## config.mk

```make
export PLATFORM = sky130hd
export DESIGN_NAME = mux4_sel_sequencer
export DESIGN_NICKNAME = d
export VERILOG_FILES = /design/src/rtl/mux4_sel_sequencer.sv
export SDC_FILE = /design/constraint.sdc
export NUM_CORES = 1
export LEC_CHECK = 0
export ABC_AREA = 1
export ABC_CLOCK_PERIOD_IN_PS = 3700
export BUFFER_PORTS_ARGS = -buffer_cell sky130_fd_sc_hd__buf_4
export CELL_PAD_IN_SITES_DETAIL_PLACEMENT = 1
export CELL_PAD_IN_SITES_GLOBAL_PLACEMENT = 2
export CORE_MARGIN = 4
export CORE_UTILIZATION = 33
export CTS_CLUSTER_DIAMETER = 100
export DETAILED_ROUTE_END_ITERATION = 6
export GPL_TIMING_DRIVEN = 0
export MAX_ROUTING_LAYER = met4
export PLACE_DENSITY = 0.83
export SLEW_MARGIN = 40
export SYNTH_ARGS = -nofsm -noshare
export SYNTH_HDL_FRONTEND = slang
export SYNTH_SLANG_ARGS = --single-unit
```

## constraint.sdc

```tcl
create_clock -name clk_i -period 3.7 [get_ports clk_i]
set_input_delay 0.37 -clock clk_i [delete_from_list [all_inputs] [get_ports clk_i]]
set_output_delay 0.37 -clock clk_i [all_outputs]
set_load 0.02 [all_outputs]
```

## src/rtl/mux4_sel_sequencer.sv

```systemverilog
// -----------------------------------------------------------------------------
// mux4_sel_sequencer
//
// Upstream feeder for a 4:1 mux. A 4-bit word is taken over a valid/ready
// handshake, driven on d_o, and sel_o is stepped through all four channels
// (ascending 0->3 or descending 3->0), each select held for HOLD_CYCLES
// clocks. The downstream mux output therefore carries the word one bit per
// step. A new word can be accepted during the last clock of the final step,
// so back-to-back words stream with no bubble in bit_valid_o.
//
// Parameters
//   HOLD_CYCLES : clocks each select value is held (1..255)
//   CNT_W       : hold counter width, 2**CNT_W > HOLD_CYCLES
//
// Ports
//   clk_i        : clock, all state on rising edge
//   rst_ni       : asynchronous active-low reset
//   in_valid_i   : upstream word valid
//   in_data_i    : word to serialise
//   in_dir_i     : 0 = ascending select, 1 = descending; sampled on accept
//   flush_i      : synchronous abort of the current word (beats accept)
//   in_ready_o   : a word can be accepted this cycle
//   d_o          : registered word to the mux data inputs
//   sel_o        : registered mux select
//   bit_valid_o  : d_o/sel_o form a live step
//   last_o       : current step is the final channel of the word
// -----------------------------------------------------------------------------
module mux4_sel_sequencer #(
    parameter int HOLD_CYCLES = 1,
    parameter int CNT_W       = 8
) (
    input  logic       clk_i,
    input  logic       rst_ni,
    input  logic       in_valid_i,
    input  logic [3:0] in_data_i,
    input  logic       in_dir_i,
    input  logic       flush_i,
    output logic       in_ready_o,
    output logic [3:0] d_o,
    output logic [1:0] sel_o,
    output logic       bit_valid_o,
    output logic       last_o
);

    typedef enum logic {
        IDLE  = 1'b0,
        SHIFT = 1'b1
    } state_t;

    localparam logic [CNT_W-1:0] HOLD_LAST = CNT_W'(HOLD_CYCLES - 1);

    state_t           state_q, state_d;
    logic [3:0]       d_q, d_d;
    logic [1:0]       sel_q, sel_d;
    logic [CNT_W-1:0] hold_cnt_q, hold_cnt_d;
    logic             dir_q, dir_d;
    logic             bit_valid_q, bit_valid_d;

    logic step_done;
    logic accept;

    // Final channel depends on the direction captured when the word was taken.
    assign step_done   = (hold_cnt_q == HOLD_LAST);
    assign last_o      = bit_valid_q & (dir_q ? (sel_q == 2'd0) : (sel_q == 2'd3));
    assign in_ready_o  = (state_q == IDLE) | (last_o & step_done);
    assign accept      = in_valid_i & in_ready_o & ~flush_i;

    assign d_o         = d_q;
    assign sel_o       = sel_q;
    assign bit_valid_o = bit_valid_q;

    always_comb begin
        state_d     = state_q;
        d_d         = d_q;
        sel_d       = sel_q;
        hold_cnt_d  = hold_cnt_q;
        dir_d       = dir_q;
        bit_valid_d = bit_valid_q;

        if (flush_i) begin
            // Abort: drop the word but keep d so the mux inputs stay stable.
            state_d     = IDLE;
            bit_valid_d = 1'b0;
            sel_d       = 2'd0;
            hold_cnt_d  = '0;
        end else if (accept) begin
            // Covers both a fresh start from IDLE and a gapless reload at the
            // end of the final step.
            state_d     = SHIFT;
            d_d         = in_data_i;
            dir_d       = in_dir_i;
            sel_d       = in_dir_i ? 2'd3 : 2'd0;
            hold_cnt_d  = '0;
            bit_valid_d = 1'b1;
        end else if (state_q == SHIFT) begin
            if (step_done) begin
                hold_cnt_d = '0;
                if (last_o) begin
                    state_d     = IDLE;
                    bit_valid_d = 1'b0;
                    sel_d       = 2'd0;
                end else begin
                    sel_d = dir_q ? (sel_q - 2'd1) : (sel_q + 2'd1);
                end
            end else begin
                hold_cnt_d = hold_cnt_q + CNT_W'(1);
            end
        end
    end

    always_ff @(posedge clk_i or negedge rst_ni) begin
        if (!rst_ni) begin
            state_q     <= IDLE;
            d_q         <= 4'd0;
            sel_q       <= 2'd0;
            hold_cnt_q  <= '0;
            dir_q       <= 1'b0;
            bit_valid_q <= 1'b0;
        end else begin
            state_q     <= state_d;
            d_q         <= d_d;
            sel_q       <= sel_d;
            hold_cnt_q  <= hold_cnt_d;
            dir_q       <= dir_d;
            bit_valid_q <= bit_valid_d;
        end
    end

endmodule

```

==> results.toml <==
[run_status]
status = "complete, no violations"

[hold_path]
worstHoldPathCells = 2
min_path_type = "primary input to flip-flop"

[timing]
worstMarginPinSlew_ps = 468
slew_viol_final = 0
tns_ps = 0
min_period_over_period = 0.539
relSlewSlack = 0.687
layout_min_cycle_time_ps = 1990
fmax_mhz = 501
skew_ps = 10.5
setup_viol = 0
final-hold-violation-count = 0
rsz0062_at_grt = "no"

[floorplanning]
core_region_area_mm2 = 0.00273
io_pins = 18
dieArea_mm2 = 0.00378
start_util = 0.345
rows = 19
dieWidth_um = 61.5
die_h_um = 61.5

[setup_path]
critPathKind = "flip-flop to output pin"
rr_worst_depth = 12
crit_path_start_kind = "flip-flop"
crit_fanout = 8
crit_arrival_ps = 1620
required_ps = 3330
cp-end-kind = "output pin"

[drt]
drc = 0
top_layer = "met4"
drt_iter0_markers = 16
wl_met3_um = 79
first_pass_iters = 3
wl_met2_um = 1010
vias = 816
via_per_inst = 4.83
wl_met1_um = 1060
wl_um = 2160
wire_per_inst_um = 12.8
drtAntennaViolNets = 0

[clock_tree]
tritoncts = "yes"
clk_latency_ps = 290
path_clk_slew_ps = 110
cts_made_buffers = 3
hold_buffers = 1
cts_resized = 0
cts_max_level = 1
cts_max_path_buffers = 2
cts_root_buf = "clkbuf_4"
post_cts_buffers = 0
clock_sinks = 17

[layout]
nets = 150
fin_util = 0.420
nFillCells = 343
final_cells = 169
insertedDiodeCount = 0
ff_latch_area_um2 = 425
multi_input_area_um2 = 473
syn2layout_area_growth_pct = 21.6
drive_gt1_frac = 0.232

[logic_synthesis]
ys_top_cells_by_count = "33 x nand2_1, 17 x dfrtp_1, 16 x nor2_1"
synth_flop_cell = "dfrtp_1"
yosysTopAreaCell = "dfrtp_1"
synth.distinct_cells = 20
ys_warn_count = 0
syn_nets = 127
synth-seq-area-share = 0.451
synth_top_family_by_area = "simple AND/OR/NAND/NOR gates"
synthXorXnorAreaFrac = 0.0557
synth-simple-area-share = 0.371
yosysTopAreaCellShare = 0.451
ys_async_sr_fraction = 1.00
synthAdderAreaFrac = 0.0265
synth_most_common_cell = "nand2_1"
synthMuxAreaShare = 0
synth_seq_cells = 17
synth_edf_count = 0
synth.area.top_cells = "dfrtp_1 45%, nand2_1 13%, nor2_1 6.4%"
synth_compound_area_frac = 0.0477
postSynthAreaPerCell_um2 = 8.13
synth_cells = 116
syn_area_um2 = 943

[global_routing]
first_global_vias = 840
antenna_found_initial = 0
overflow = 0
grt_max_degree = 18
grt_pass1_wl_um = 3830
grt_usage = 0.141

[power]
leakage_nw = 0.572
powerDensity_mw_per_mm2 = 408
p_total_uw = 468
ir_worst_vdd_mv = 0.191

[run]
drv_cap = 0

[placement]
dp_cells = 164
place_hpwl_um = 1660
gp_congestion = 0.748
port_buffers = 17
[through the flow]
| stage | hold slack, ps | cell area, µm² | setup WS, ps |
|---|---|---|---|
| after floorplan | 74.4 | 943 | 2040 |
| after detailed placement | 252 | 1110 | 1960 |
| after global placement | 248 | 1110 | 1970 |
| final | 266 | 1150 | 1710 |
| after CTS | 252 | 1150 | 1660 |
| after global routing | 256 | 1150 | 1520 |
[cells in the final DEF (no fill, tap or decap), types with 3 or more instances in the layout]
master | netlist | final
nand2_1 | 33 | 33
dfrtp_1 | 17 | 17
buf_4 | 0 | 17
nor2_1 | 16 | 16
nand3_1 | 11 | 11
inv_1 | 9 | 9
nand4_1 | 4 | 4
xor2_1 | 3 | 3
xnor2_1 | 3 | 3
clkbuf_4 | 0 | 3
[sequential cells by signal (all words and copies together), names as in the netlist]
signal	count
sel_o	2
dir_q	1
d_o	4
hold_cnt_q	8
bit_valid_o	1
state_q	1
[where the power goes]
part | switching, mW | internal [mW]
logic | 0.0819 | 0.0587
clock network | 0.0611 | 0.0402
registers | 0.0219 | 0.204
total | 0.165 | 0.303
[layout make-up]
| class | instances | share of cell area |
|---|---|---|
| Tap cell | 31 | 0.0338 |
| Clock inverter | 1 | 0.00436 |
| Multi-Input combinational cell | 89 | 0.412 |
| Buffer | 1 | 0.00981 |
| Timing Repair Buffer | 18 | 0.120 |
| Sequential cell | 17 | 0.371 |
| Clock buffer | 3 | 0.0196 |
| Inverter | 9 | 0.0294 |
[critical path: stages, from the launching register on]
cell and delay (ps):
dfrtp_1 410, inv_1 120, ha_1 160, nand2_1 50
nor2_1 210, nand2_2 100, nand2_4 120, buf_4 160
[path summary, 6_finish.rpt]
kind | startpoint | to | slack, ps
worst max-delay path | hold_cnt_q[0]$_DFFE_PN0P_ | in_ready_o | 1710
worst min register to register | d_o[3]$_DFFE_PN0P_ | d_o[3]$_DFFE_PN0P_ | 490
worst max register to register | hold_cnt_q[0]$_DFFE_PN0P_ | sel_o[1]$_DFFE_PN0P_ | 1960
max in group asynchronous | rst_ni | bit_valid_o$_DFFE_PN0P_ | 3030
min in group asynchronous | rst_ni | hold_cnt_q[6]$_DFFE_PN0P_ | 470
worst min-delay path | flush_i | state_q$_DFF_PN0_ | 270
[routing by layer]
metal,track usage,up-vias
met3,0.0189,2
met5,-,-
met4,0.0455,0
li1,-,417
met1,0.200,383
met2,0.208,14
[cells by family after synthesis]
family,Yosys count
xor gates and xnor gates,6
AOI/OAI and AO/OA,6
adders and majority gates,2
buffers and inverters,10
DFF,17
and+or+nand+nor,75
Note: power is estimated with default switching activity, not from simulation.
